File: src/rtl/lfsr_crypt_seq.sv
// rtl/lfsr_crypt_seq.sv - FSM sequencer for the LFSR encryption datapath
//
// Purpose: on a go pulse, reads pre_len/taps/start from dat_mem, seeds the
// LFSR, then walks the preamble and message phases, writing the encrypted
// stream from DST_BASE upwards. It then raises done.
// Ports:
//   i_clk, i_init (sync active-high reset), i_go (start request)
//   i_data_out    dat_mem asynchronous read data
//   o_raddr/o_waddr/o_write_en           dat_mem addressing
//   o_lfsr_en/o_load_lfsr                lfsr6 control
//   o_prelen_en/o_taps_en/o_start_en     temp register loads
//   o_pre_sel     data_in mux select (1 = preamble pattern)
//   o_busy/o_done status
module lfsr_crypt_seq #(
  parameter int MSG_LEN  = 50,
  parameter int CFG_BASE = 61,
  parameter int DST_BASE = 64,
  parameter int PRE_MIN  = 7,
  parameter int PRE_MAX  = 12
) (
  input  logic       i_clk,
  input  logic       i_init,
  input  logic       i_go,
  input  logic [7:0] i_data_out,
  output logic [7:0] o_raddr,
  output logic [7:0] o_waddr,
  output logic       o_write_en,
  output logic       o_lfsr_en,
  output logic       o_prelen_en,
  output logic       o_taps_en,
  output logic       o_start_en,
  output logic       o_load_lfsr,
  output logic       o_pre_sel,
  output logic       o_busy,
  output logic       o_done
);

  localparam logic [7:0] CFG8     = 8'(CFG_BASE);
  localparam logic [7:0] DST8     = 8'(DST_BASE);
  localparam logic [7:0] PMIN8    = 8'(PRE_MIN);
  localparam logic [7:0] PMAX8    = 8'(PRE_MAX);
  localparam logic [7:0] MSG_LAST = 8'(MSG_LEN - 1);

  typedef enum logic [2:0] {
    S_IDLE, S_CFG_PRE, S_CFG_TAPS, S_CFG_START, S_LOAD, S_PRE, S_MSG, S_FIN
  } state_t;

  state_t     r_state;
  logic [7:0] r_p;    // clamped preamble length
  logic [7:0] r_idx;  // position within the current phase
  logic [7:0] w_pre_clamp;

  // Only the clamped value is ever kept, so raw pre_len never reaches addressing.
  assign w_pre_clamp = (i_data_out < PMIN8) ? PMIN8 :
                       (i_data_out > PMAX8) ? PMAX8 : i_data_out;

  always_ff @(posedge i_clk) begin
    if (i_init) begin
      r_state <= S_IDLE;
      r_p     <= '0;
      r_idx   <= '0;
    end else begin
      case (r_state)
        S_IDLE: if (i_go) r_state <= S_CFG_PRE;
        S_CFG_PRE: begin
          r_p     <= w_pre_clamp;
          r_state <= S_CFG_TAPS;
        end
        S_CFG_TAPS:  r_state <= S_CFG_START;
        S_CFG_START: r_state <= S_LOAD;
        S_LOAD: begin
          r_idx   <= '0;
          r_state <= S_PRE;
        end
        S_PRE: begin
          if (r_idx == r_p - 8'd1) begin
            r_idx   <= '0;
            r_state <= S_MSG;
          end else begin
            r_idx <= r_idx + 8'd1;
          end
        end
        S_MSG: begin
          if (r_idx == MSG_LAST) begin
            r_idx   <= '0;
            r_state <= S_FIN;
          end else begin
            r_idx <= r_idx + 8'd1;
          end
        end
        S_FIN: if (i_go) r_state <= S_CFG_PRE;
        default: r_state <= S_IDLE;
      endcase
    end
  end

  always_comb begin
    o_raddr     = '0;
    o_waddr     = DST8;
    o_write_en  = 1'b0;
    o_lfsr_en   = 1'b0;
    o_prelen_en = 1'b0;
    o_taps_en   = 1'b0;
    o_start_en  = 1'b0;
    o_load_lfsr = 1'b0;
    o_pre_sel   = 1'b0;
    o_busy      = 1'b0;
    o_done      = 1'b0;
    case (r_state)
      S_CFG_PRE: begin
        o_raddr     = CFG8;
        o_prelen_en = 1'b1;
        o_busy      = 1'b1;
      end
      S_CFG_TAPS: begin
        o_raddr   = CFG8 + 8'd1;
        o_taps_en = 1'b1;
        o_busy    = 1'b1;
      end
      S_CFG_START: begin
        o_raddr    = CFG8 + 8'd2;
        o_start_en = 1'b1;
        o_busy     = 1'b1;
      end
      S_LOAD: begin
        o_load_lfsr = 1'b1;
        o_busy      = 1'b1;
      end
      S_PRE: begin
        o_write_en = 1'b1;
        o_lfsr_en  = 1'b1;
        o_pre_sel  = 1'b1;
        o_waddr    = DST8 + r_idx;
        o_busy     = 1'b1;
      end
      S_MSG: begin
        o_write_en = 1'b1;
        o_lfsr_en  = 1'b1;
        o_raddr    = r_idx;
        o_waddr    = DST8 + r_p + r_idx;
        o_busy     = 1'b1;
      end
      S_FIN: o_done = 1'b1;
      default: ;
    endcase
    // A reset cycle must never disturb memory or the LFSR, even mid-run.
    if (i_init) begin
      o_write_en  = 1'b0;
      o_lfsr_en   = 1'b0;
      o_prelen_en = 1'b0;
      o_taps_en   = 1'b0;
      o_start_en  = 1'b0;
      o_load_lfsr = 1'b0;
    end
  end

endmodule

File: config.mk
export PLATFORM = sky130hd
export DESIGN_NAME = lfsr_crypt_seq
export DESIGN_NICKNAME = d
export VERILOG_FILES = /design/src/rtl/lfsr_crypt_seq.sv
export SDC_FILE = /design/constraint.sdc
export NUM_CORES = 1
export LEC_CHECK = 0
export ABC_AREA = 0
export CORE_ASPECT_RATIO = 1.4
export CORE_MARGIN = 1
export CORE_UTILIZATION = 47
export DETAILED_ROUTE_END_ITERATION = 7
export PLACE_DENSITY = 0.77
export SLEW_MARGIN = 20
export SYNTH_ARGS = -nofsm -noshare
export SYNTH_HDL_FRONTEND = slang
export SYNTH_SLANG_ARGS = --single-unit
File: constraint.sdc
create_clock -name i_clk -period 2.1 [get_ports i_clk]
set_input_delay 0.21 -clock i_clk [delete_from_list [all_inputs] [get_ports i_clk]]
set_output_delay 0.21 -clock i_clk [all_outputs]
set_load 0.03 [all_outputs]
* Word-level counts from Yosys, hierarchy flattened *
Index checks and enable logic that the tools add are counted.

cells by class
  reductions and logical operators = 6
  muxes and demuxes = 24
  $lt $le $gt $ge = 2
  equality and inequality tests = 12
  add/subtract/negate cells = 5

operators by type and width
  kind                                                                             count
  8-bit 2-to-1 mux                                                                 4
  8-bit case mux with 4 select lines                                               1
  8-bit case mux with 3 select lines                                               1
  3-bit case mux with 7 select lines                                               1
  7-bit by 8-bit adder with 8-bit output, first input constant                     2
  8-bit case mux with 2 select lines                                               1
  1-bit 2-to-1 mux                                                                 13
  3-bit equality test, second input constant                                       4
  3-bit 2-to-1 mux                                                                 3
  8-bit by 1-bit adder with 8-bit output, second input constant                    1
  8-bit adder                                                                      1
  8-bit by 6-bit equality test with 1-bit output, second input constant            1
  8-bit equality test                                                              1
  8-bit by 4-bit greater-than comparator with 1-bit output, second input constant  1
  8-bit by 3-bit less-than comparator with 1-bit output, second input constant     1
  8-bit by 1-bit subtractor with 8-bit output, second input constant               1
  3-bit by 2-bit equality test with 1-bit output, second input constant            2
  6-bit OR reduction                                                               1
  2-bit != test, second input constant                                             2
  2-bit OR reduction                                                               2
  3-bit by 1-bit equality test with 1-bit output, second input constant            1
  3-bit zero test                                                                  1
  3-bit AND reduction                                                              1
  3-bit nonzero test                                                               1
  2-bit by 1-bit != test with 1-bit output, second input constant                  1

word-level totals
  bits of input ports = 11
  register bits = 19

* Logic depth before layout (Yosys ltp) *
Gate-level depths: netlist (run 1).

  depth after elaboration = 4
  mapped depth = 10
  mapped depth without buffers = 10

* Worst setup path after synthesis (run 1) *
No wires, ideal clock.

  path type = reg-to-output
  from = register r_idx[1]
  to = output port o_waddr[7]
  required time = 1.890 ns
  slack = -0.352 ns
  arrival = 2.242 ns
  stages on the path, launching flop included = 11
  path through = dfxtp_1 -> ha_1 -> ha_1 -> fa_1 -> a21oi_1 -> nor2_1 -> nor2_1 -> o21bai_1 -> a21oi_1 -> xnor2_1 -> a22o_1

between the ends
  word-level cells in the longest chain between the ends = 2
  elaborated cells between the ends (all ways) = 3
  those cells by class = 2 x add/sub; 1 x mux

ends and longest elaborated chain
  element                                                                       line      text
  start, declared                                                               50        logic [7:0] r_idx;
  start signal, assigned                                                        80        r_idx <= r_idx + 8'd1;
  start signal, assigned                                                        88        r_idx <= r_idx + 8'd1;
  8-bit adder / 7-bit by 8-bit adder with 8-bit output (equally long branches)  140, 133
  8-bit case mux with 2 select lines *                                          109       case (r_state)
  end, declared                                                                 26        output logic [7:0] o_waddr,

Every way passes the cells marked *; elsewhere a longest branch is shown, timed or not.

* Worst setup path in the final report (run 1) *
Ends and elaborated chain as after synthesis.

==> impl_metrics.ini, run 1 <==
[status]
outcome = complete, but fails checks
violations = setup timing

[critical_path]
critPathArrivalTime_ns = 2.33
crit_path_start_kind = register
end_kind = output pin
crit_fanout = 2
critPathMaxStageDelay_ns = 0.35
cp.required_ns = 1.89
reg2reg_from = r_p[1]$_SDFFE_PP0P_
crit_slowest_cell = dfxtp_4
r2r_end = r_idx[5]$_SDFFE_PP0P_
critical_path.cell_chain = ha_4 > ha_4 > fa_2 > a21oi_2 > nor2_1 > nor2_1 > o21bai_1 > a21oi_2 > xnor2_1 > a22o_2 > buf_6
worstSetupPathType = register to output pin
reg2reg_slack_ns = -0.28
reg2reg_depth = 12

[sta]
max_freq_ghz = 0.393
hold_viol = 0
rsz0062_at_grt = true
drv_slew = 0
fin_crit_ns = 2.54
setup_violations = 16
finClkSkew_ns = 0.00283
min_period_over_period_pct = 121
slew_headroom_pct = 63.2
worst_pin_slew_ns = 0.551
whs_ns = 0.508
layout_setup_ws_ns = -0.443

[final_layout]
layout-drive-gt1-share_pct = 37.8
num-fill-cells = 274
final_common_cell = buf_4
antenna_cells = 0
syn_to_final_growth_pct = 51.2
final_cell_mix = buf_4, nor2_1, nand2_1, dfxtp_1, clkdlybuf4s50_1
nets = 324
seqCellArea_um2 = 392
multi_input_area_um2 = 1560
fin_util_pct = 74.5
final_cells = 336

[worst_hold_path]
min-delay-start = r_p[7]$_SDFFE_PP0P_
holdPathStages = 1
min_to = r_p[7]$_SDFFE_PP0P_
hold_path_class = register to register

[route]
drc = 0
route.vias.total = 1981
routed_wirelength_um = 5450
routedWlPerCell_um = 16.2
vias_per_cell = 5.90
drtPass1Iterations = 4
drtAntennaViolNets = 0
drt_iter0_drc = 61

[clock_tree]
cts_num_sinks = 19
cts_tree = done
cts_root_buf = clkbuf_8
htree_num_levels = 1
cts_buffer_depth = 2
insertion_delay_ns = 0.27
numCtsBuffers = 3
clk_pin_slew_ns = 0.08

[placed_design]
io_buffers = 35
dpl.hpwl_um = 4010
dp_cells = 327
place_ws_ns = -0.236
gp_congestion = 0.918

[floorplanning]
ios = 36
core_area_um2 = 3680
start_util_pct = 49.3
fp.dieW_um = 54.5
dieHeight_um = 75.5
row_count = 26
dieArea_um2 = 4110

[power]
power.total_uw = 1040
p_sw_uw = 367
intPower_uw = 668
p_leak_uw = 0.00114
swShare_pct = 35.4
p_per_area_nw_per_um2 = 378
p_comb_share_pct = 36.5
worst_ir_drop_vdd_v = 0.000373
seqPwrFrac_pct = 36.8
clockPowerShare_pct = 26.7

[synthesis]
synth-seq-cells = 19
synth.avg_cell_area_um2 = 7.78
syn_area_um2 = 1810
synth_fp_nets = 262
synth_warnings = 0
yosysUniqueCellTypes = 58
synth_edf_count = 0
synth_flop_cell = dfxtp_1
ys_seq_area_share_pct = 21.0
netlist_instances = 233
synth-async-reset-ratio_pct = 0

[global_route]
grt_pass1_wl_um = 8070
overflow = 0
globalRouteTotalUtil_pct = 27.8
antenna_found_initial = 0
grt_max_degree = 21
grt_pass1_vias = 1737

[flow_run]
drv_cap = 0
## timing repair
action	CTS	global route
setup buffers	3	2
hold buffers	0	0
pin swaps	18	10
resized for setup	22	21
setup endpoints to repair	14	18
## Yosys cell counts (3+ instances only)
| master | count | area share (%) |
|---|---|---|
| buf_4 | 3 | 1.2 |
| nor2_1 | 27 | 5.6 |
| xnor2_1 | 7 | 3.4 |
| dfxtp_1 | 19 | 21 |
| and2_1 | 6 | 2.1 |
| nand3_1 | 8 | 2.2 |
| a21o_1 | 3 | 1.2 |
| nand2_1 | 16 | 3.3 |
| a21oi_1 | 14 | 3.9 |
| nand2b_1 | 3 | 1.0 |
| buf_2 | 3 | 0.83 |
| inv_1 | 14 | 2.9 |
| a32o_1 | 3 | 1.7 |
| xor2_1 | 8 | 3.9 |
| ha_1 | 17 | 12 |
| nor3_1 | 11 | 3.0 |
| nor2b_1 | 10 | 3.5 |
| clkbuf_1 | 7 | 1.5 |
| a22oi_1 | 9 | 3.7 |
## power by group through the flow
stage                     clock network [uW]  registers, uW  logic [uW]
final                                    277            381         377
after global routing                     291            382         406
after CTS                                279            380         365
after detailed placement                   0            388         344
after global placement                     0            388         338
after floorplan                            0            390         214
## area by class of cell
type	instances	area share, %
Inverter	15	2.06
Sequential cell	19	14.3
Timing Repair Buffer	72	23.1
Multi-Input combinational cell	184	57.0
Tap cell	42	1.92
Clock buffer	4	1.64
## worst max-delay path, delay by kind of cell (launching register included)
family / cells / cell delay (ns)
xor+xnor: 1 / 0.08
compound gates: 4 / 0.57
fa+ha+maj: 3 / 0.74
simple gates: 2 / 0.18
flops: 1 / 0.35
buf+inv: 1 / 0.13
## registers in the layout, summed over array words and instances (netlist names)
name	flops
r_p	8
r_state	3
r_idx	8
## stage by stage
stage / area, um2 / TNS, ns
6_report: 2740 / -3.51
5_1_grt: 2740 / -5.00
3_5_place_dp: 2400 / -1.28
2_1_floorplan: 1900 / -0.248
4_1_cts: 2610 / -1.95
3_3_place_gp: 2400 / -1.02
## worst max path at each step
| stage | to | depth (start not counted) | from |
|---|---|---|---|
| floorplan | o_waddr[7] | 10 | r_idx[1]$_SDFFE_PP0P_ |
| finish | o_waddr[7] | 11 | r_idx[1]$_SDFFE_PP0P_ |
| global route | o_waddr[7] | 11 | r_idx[1]$_SDFFE_PP0P_ |
| global placement | o_waddr[5] | 11 | r_idx[1]$_SDFFE_PP0P_ |
| CTS | o_waddr[7] | 11 | r_idx[1]$_SDFFE_PP0P_ |
| detailed placement | o_waddr[7] | 11 | r_idx[1]$_SDFFE_PP0P_ |
## per-layer routing
layer | vias to the layer above | wire length (um) | global-route usage [%]
met2 | 71 | 2840 | 48.5
met1 | 936 | 2120 | 32.9
met3 | 23 | 233 | 2.79
met4 | 0 | 263 | 13.7
li1 | 951 | - | -
met5 | - | 0 | 0
## cell families (layout without fill, tap and decap cells)
logic type,count (synthesis),count (layout),synth area share (%)
and+or+nand+nor,94,94,27.1
xor gates and xnor gates,16,16,8.15
adders and majority gates,18,18,12.8
AOI/OAI and AO/OA,56,56,23.3
DFF,19,19,21.0
buffers and inverters,30,91,7.53
No activity file was read; power rests on OpenSTA's default activity.
==> inputs of run 2 (changes only) <==
- CORE_ASPECT_RATIO: 1.4 -> default
- TNS_END_PERCENT: default -> 100
==> run 2 against run 1 <==
The run still ends with setup timing left. Total power grew 2.5%. Via count increased by 0.61%. Global-route usage shrank 0.33 points. Worst hold slack improved by 0.0050 ns. Largest power group unchanged.
==> impl_metrics.ini, run 2 (synthesis results as in run 1) <==
[critical_path]
critPathArrivalTime_ns = 2.48
cp_num_cells = 11
reg2reg_depth = 11
critPathMaxStageDelay_ns = 0.36
r2r_end = r_idx[2]$_SDFFE_PP0P_
crit_buf_inv = 1
crit_fanout = 2
end_kind = output pin
worstSetupPathType = register to output pin
cp.required_ns = 1.89
reg2reg_slack_ns = -0.23
crit_path_start_kind = register
critical_path.cell_chain = ha_4 > ha_4 > fa_2 > a21oi_2 > nor2_1 > nor2_2 > o21bai_1 > a21oi_2 > xnor2_1 > a22o_2 > buf_6
reg2reg_from = r_p[1]$_SDFFE_PP0P_
cpLargestDelayFamily = adder cells
crit_slowest_cell = dfxtp_4

[flow_run]
drv_cap = 0

[global_route]
grt_pass1_wl_um = 8740
grt_pass1_vias = 1831
globalRouteTotalUtil_pct = 27.5
antenna_found_initial = 0
grt_max_degree = 24
overflow = 0

[floorplanning]
fp.dieW_um = 64.1
dieArea_um2 = 4110
dieHeight_um = 64.1
row_count = 22
start_util_pct = 49.1
core_area_um2 = 3690
ios = 36

[clock_tree]
cts-hold-fix-buffers = 0
cts_buffer_depth = 2
cts_tree = done
insertion_delay_ns = 0.27
numCtsBuffers = 3
htree_num_levels = 1
cts_root_buf = clkbuf_8
cts_num_sinks = 19
clk_pin_slew_ns = 0.09

[sta]
hold_viol = 0
finClkSkew_ns = 0.00371
drv_slew = 0
fin_crit_ns = 2.69
worst_pin_slew_ns = 0.618
min_period_over_period_pct = 128
layout_setup_ws_ns = -0.590
whs_ns = 0.513
rsz0062_at_grt = true
slew_headroom_pct = 58.7
max_freq_ghz = 0.372
setup_violations = 16

[route]
drt_iter0_drc = 134
route.vias.total = 1993
drtPass1Iterations = 4
drtAntennaViolNets = 0
routed_wirelength_um = 5590
routedWlPerCell_um = 16.3
drc = 0
vias_per_cell = 5.81

[power]
worst_ir_drop_vdd_v = 0.000314
p_leak_uw = 0.00115
p_per_area_nw_per_um2 = 386

[status]
violations = setup timing
outcome = complete, but fails checks

[worst_hold_path]
holdPathStages = 2
min_to = r_p[6]$_SDFFE_PP0P_
hold_path_class = register to register
min-delay-start = r_p[6]$_SDFFE_PP0P_

[final_layout]
syn_to_final_growth_pct = 51.8
antenna_cells = 0
reg_top3 = r_idx: 8 flops, r_p: 8 flops, r_state: 3 flops
num-fill-cells = 270
nets = 325
final_common_cell = buf_4
final_cell_mix = buf_4, nor2_1, nand2_1, clkdlybuf4s50_1, dfxtp_1
layout-drive-gt1-share_pct = 40.7

[placed_design]
place_ws_ns = -0.234
gp_congestion = 0.926
io_buffers = 35
dpl.hpwl_um = 3770
-- run 2: cell types whose count changed in the layout (fill, tap and decap cells not counted), sizes merged --
cell,change
clkinvlp,+1
dlygate4sd2,+1
clkdlybuf4s50,+2
buf,+1
clkbuf,-1
dlymetal6s2s,-3
-- run 2: metal layers --
metal	wire, um	GRT usage (%)	vias to the layer above
met2	2790	47.3	74
met1	2420	37.2	949
met5	0	0	-
met4	111	5.11	0
met3	267	2.32	16
li1	-	-	954
-- run 2: worst min-delay path: stages (launching register included) --
cell and delay [ns]:
dfxtp_1 0.34, inv_1 0.08, nor3_1 0.05
-- run 2: report_power, final --
group	switching (uW)	total (uW)	internal (uW)
combinational	212	382	170
sequential	16.3	385	369
clock	159	293	135
-- run 2: worst max path at each step --
stage                           from          to
6_report       r_idx[1]$_SDFFE_PP0P_  o_waddr[7]
5_1_grt        r_idx[1]$_SDFFE_PP0P_  o_waddr[7]
4_1_cts        r_idx[1]$_SDFFE_PP0P_  o_waddr[7]
3_5_place_dp   r_idx[1]$_SDFFE_PP0P_  o_waddr[7]
3_3_place_gp   r_idx[1]$_SDFFE_PP0P_  o_waddr[7]
2_1_floorplan  r_idx[1]$_SDFFE_PP0P_  o_waddr[7]
-- run 2: layout make-up --
type | instances | area [um2] | area share [%]
inverter | 15 | 58.8 | 2.14
multi-input combinational | 184 | 1570 | 56.9
clock buffer | 3 | 41.3 | 1.50
clock inverter | 1 | 7.51 | 0.273
tap | 48 | 60.1 | 2.18
timing repair buffer | 73 | 624 | 22.7
sequential | 19 | 393 | 14.3
-- run 2: timing repair --
| item | 4_1_cts | 5_1_grt |
|---|---|---|
| gates resized for setup | 28 | 19 |
| pin swaps | 31 | 19 |
| buffers inserted | 6 | 6 |
| setup endpoints to repair | 14 | 17 |
-- run 2: per-stage QoR --
stage                     TNS (ns)  total power, uW  instance area, um2  utilization, %  cells
after detailed placement     -1.20              725                2380            64.5    329
after floorplan             -0.248              604                1900               -    233
final                        -3.57             1060                2750            74.6    343
after CTS                    -2.42             1020                2620            71.1    339
after global routing         -4.98             1100                2750            74.6    343
after global placement       -1.04              722                2380            64.5    329
==> inputs of run 3 (changes only) <==
- CORE_ASPECT_RATIO: default -> 2
- CORE_UTILIZATION: 47 -> 35
- PLACE_DENSITY: 0.77 -> 0.6
- SLEW_MARGIN: 20 -> 10
==> run 3 against run 2 <==
The flow still finishes with violations (setup timing). Worst hold slack got worse by 0.018 ns. Via count fell by 3.4%. Worst setup slack improved by 0.11 ns. Sequential share of layout area fell by 0.083 points. Sequential power barely moved. Die area rose by 34%. Cell area rose by 1.2%. Maximum frequency rose by 4.4%. Combinational power barely moved. Sequential cell count did not move. First-iteration DRC count fell by 59%. Critical path type unchanged.
==> impl_metrics.ini, run 3 (synthesis results as in run 1) <==
[floorplanning]
dieHeight_um = 104
fp.dieW_um = 52.9
ios = 36
dieArea_um2 = 5490
core_area_um2 = 4910
start_util_pct = 36.9
row_count = 36

[clock_tree]
insertion_delay_ns = 0.27
cts_num_sinks = 19
numCtsBuffers = 3
cts_tree = done
cts_buffer_depth = 2
cts_root_buf = clkbuf_8
htree_num_levels = 1
clk_pin_slew_ns = 0.08

[sta]
finClkSkew_ns = 0.00410
rsz0062_at_grt = true
drv_slew = 0
slew_headroom_pct = 75.0
hold_viol = 0
worst_pin_slew_ns = 0.372
fin_crit_ns = 2.58
fin_setup_tns_ns = -2.17
setup_violations = 13
layout_setup_ws_ns = -0.477
max_freq_ghz = 0.388
min_period_over_period_pct = 123

[global_route]
antenna_found_initial = 0
grt_max_degree = 16
globalRouteTotalUtil_pct = 23.0
grt_pass1_vias = 1917
overflow = 0
grt_pass1_wl_um = 9400

[final_layout]
num-fill-cells = 457
antenna_cells = 0
final_cell_mix = buf_4, nor2_1, nand2_1, clkdlybuf4s50_1, inv_1
fin_util_pct = 56.7
syn_to_final_growth_pct = 53.7
reg_top3 = r_idx: 8 flops, r_p: 8 flops, r_state: 3 flops
final_area_um2 = 2780
final_cells = 358
nets = 331
layout-drive-gt1-share_pct = 42.2
final_common_cell = buf_4

[critical_path]
crit_fanout = 2
critPathArrivalTime_ns = 2.37
end_kind = output pin
reg2reg_depth = 10
cp.required_ns = 1.89
critPathMaxStageDelay_ns = 0.36
crit_path_start_kind = register
r2r_end = r_idx[3]$_SDFFE_PP0P_
reg2reg_from = r_p[1]$_SDFFE_PP0P_
cpLargestDelayFamily = adder cells
crit_slowest_cell = dfxtp_4
crit_buf_inv = 1
reg2reg_slack_ns = -0.15
worstSetupPathType = register to output pin
critical_path.cell_chain = ha_4 > ha_4 > fa_2 > a21oi_2 > nor2_1 > nor2_1 > o21bai_1 > a21oi_2 > xnor2_1 > a22o_2 > buf_6

[power]
worst_ir_drop_vdd_v = 0.000352
p_per_area_nw_per_um2 = 376
p_leak_uw = 0.00115

[route]
drtPass1Iterations = 4
drc = 0
route.vias.total = 1925
drt_iter0_drc = 55
routed_wirelength_um = 5780
routedWlPerCell_um = 16.1
vias_per_cell = 5.38
drtAntennaViolNets = 0

[placed_design]
dpl.hpwl_um = 4500
dp_cells = 349
gp_congestion = 0.950
io_buffers = 35
placed_area_um2 = 2470
place_ws_ns = -0.226

[worst_hold_path]
min-delay-start = r_p[6]$_SDFFE_PP0P_
min_to = r_p[6]$_SDFFE_PP0P_
hold_path_class = register to register
holdPathStages = 2

[status]
violations = setup timing
outcome = complete, but fails checks

[flow_run]
drv_cap = 0
run 3: cell count changes in the layout (fill, tap and decap cells not counted), moves of 2 or more:
cell / delta
dfxtp_1: -2
nor2_2: -3
nor2_1: +3
buf_4: +7
dfxtp_2: +2
run 3: timing repair:
action,in CTS,in global routing
buffers inserted,14,5
resized for setup,32,13
hold buffers,0,0
endpoints found under the setup margin,15,24
pin swaps,28,28
run 3: per-layer routing:
| layer | vias up | wire length [um] | global-route usage (%) |
|---|---|---|---|
| met1 | 908 | 2160 | 24.9 |
| met3 | 12 | 145 | 1.76 |
| met4 | 0 | 204 | 10.3 |
| met5 | - | 0 | 0 |
| li1 | 962 | - | - |
| met2 | 43 | 3260 | 42.2 |
run 3: worst max-delay path by stage:
stage | from | endpoint | slack, ns | cells past startpoint
after floorplan | r_idx[1]$_SDFFE_PP0P_ | o_waddr[7] | -0.11 | 10
final | r_idx[1]$_SDFFE_PP0P_ | o_waddr[7] | -0.48 | 11
after CTS | r_idx[1]$_SDFFE_PP0P_ | o_waddr[7] | -0.48 | 11
after global routing | r_idx[1]$_SDFFE_PP0P_ | o_waddr[7] | -0.56 | 11
after global placement | r_idx[1]$_SDFFE_PP0P_ | o_waddr[7] | -0.22 | 11
after detailed placement | r_idx[1]$_SDFFE_PP0P_ | o_waddr[7] | -0.23 | 11
run 3: cell type report:
type	instances	area [um2]	share of cell area (%)
clock buffers	3	41.3	1.48
clock inverters	1	7.51	0.270
inverters	15	58.8	2.11
multi-input cells	184	1540	55.5
flip-flops and latches	19	395	14.2
well taps	57	71.3	2.56
repair buffers	79	666	23.9
run 3: metrics by stage:
stage	hold WS, ns	total power (uW)
after global routing	0.521	1100
final	0.495	1050
after detailed placement	0.488	738
after floorplan	0.318	604
after global placement	0.480	739
after CTS	0.501	1050
run 3: power by group:
group,switching [uW],leakage (uW),internal [uW],total [uW]
Combinational,212,0.000973,172,384
Clock,146,0.0000217,134,280
Sequential,13.8,0.000158,369,383
Total,372,0.00115,676,1050
run 3: worst min-delay path: stages (launching register included):
cell and delay [ns]:
dfxtp_1 0.33, inv_1 0.07, nor3_1 0.05
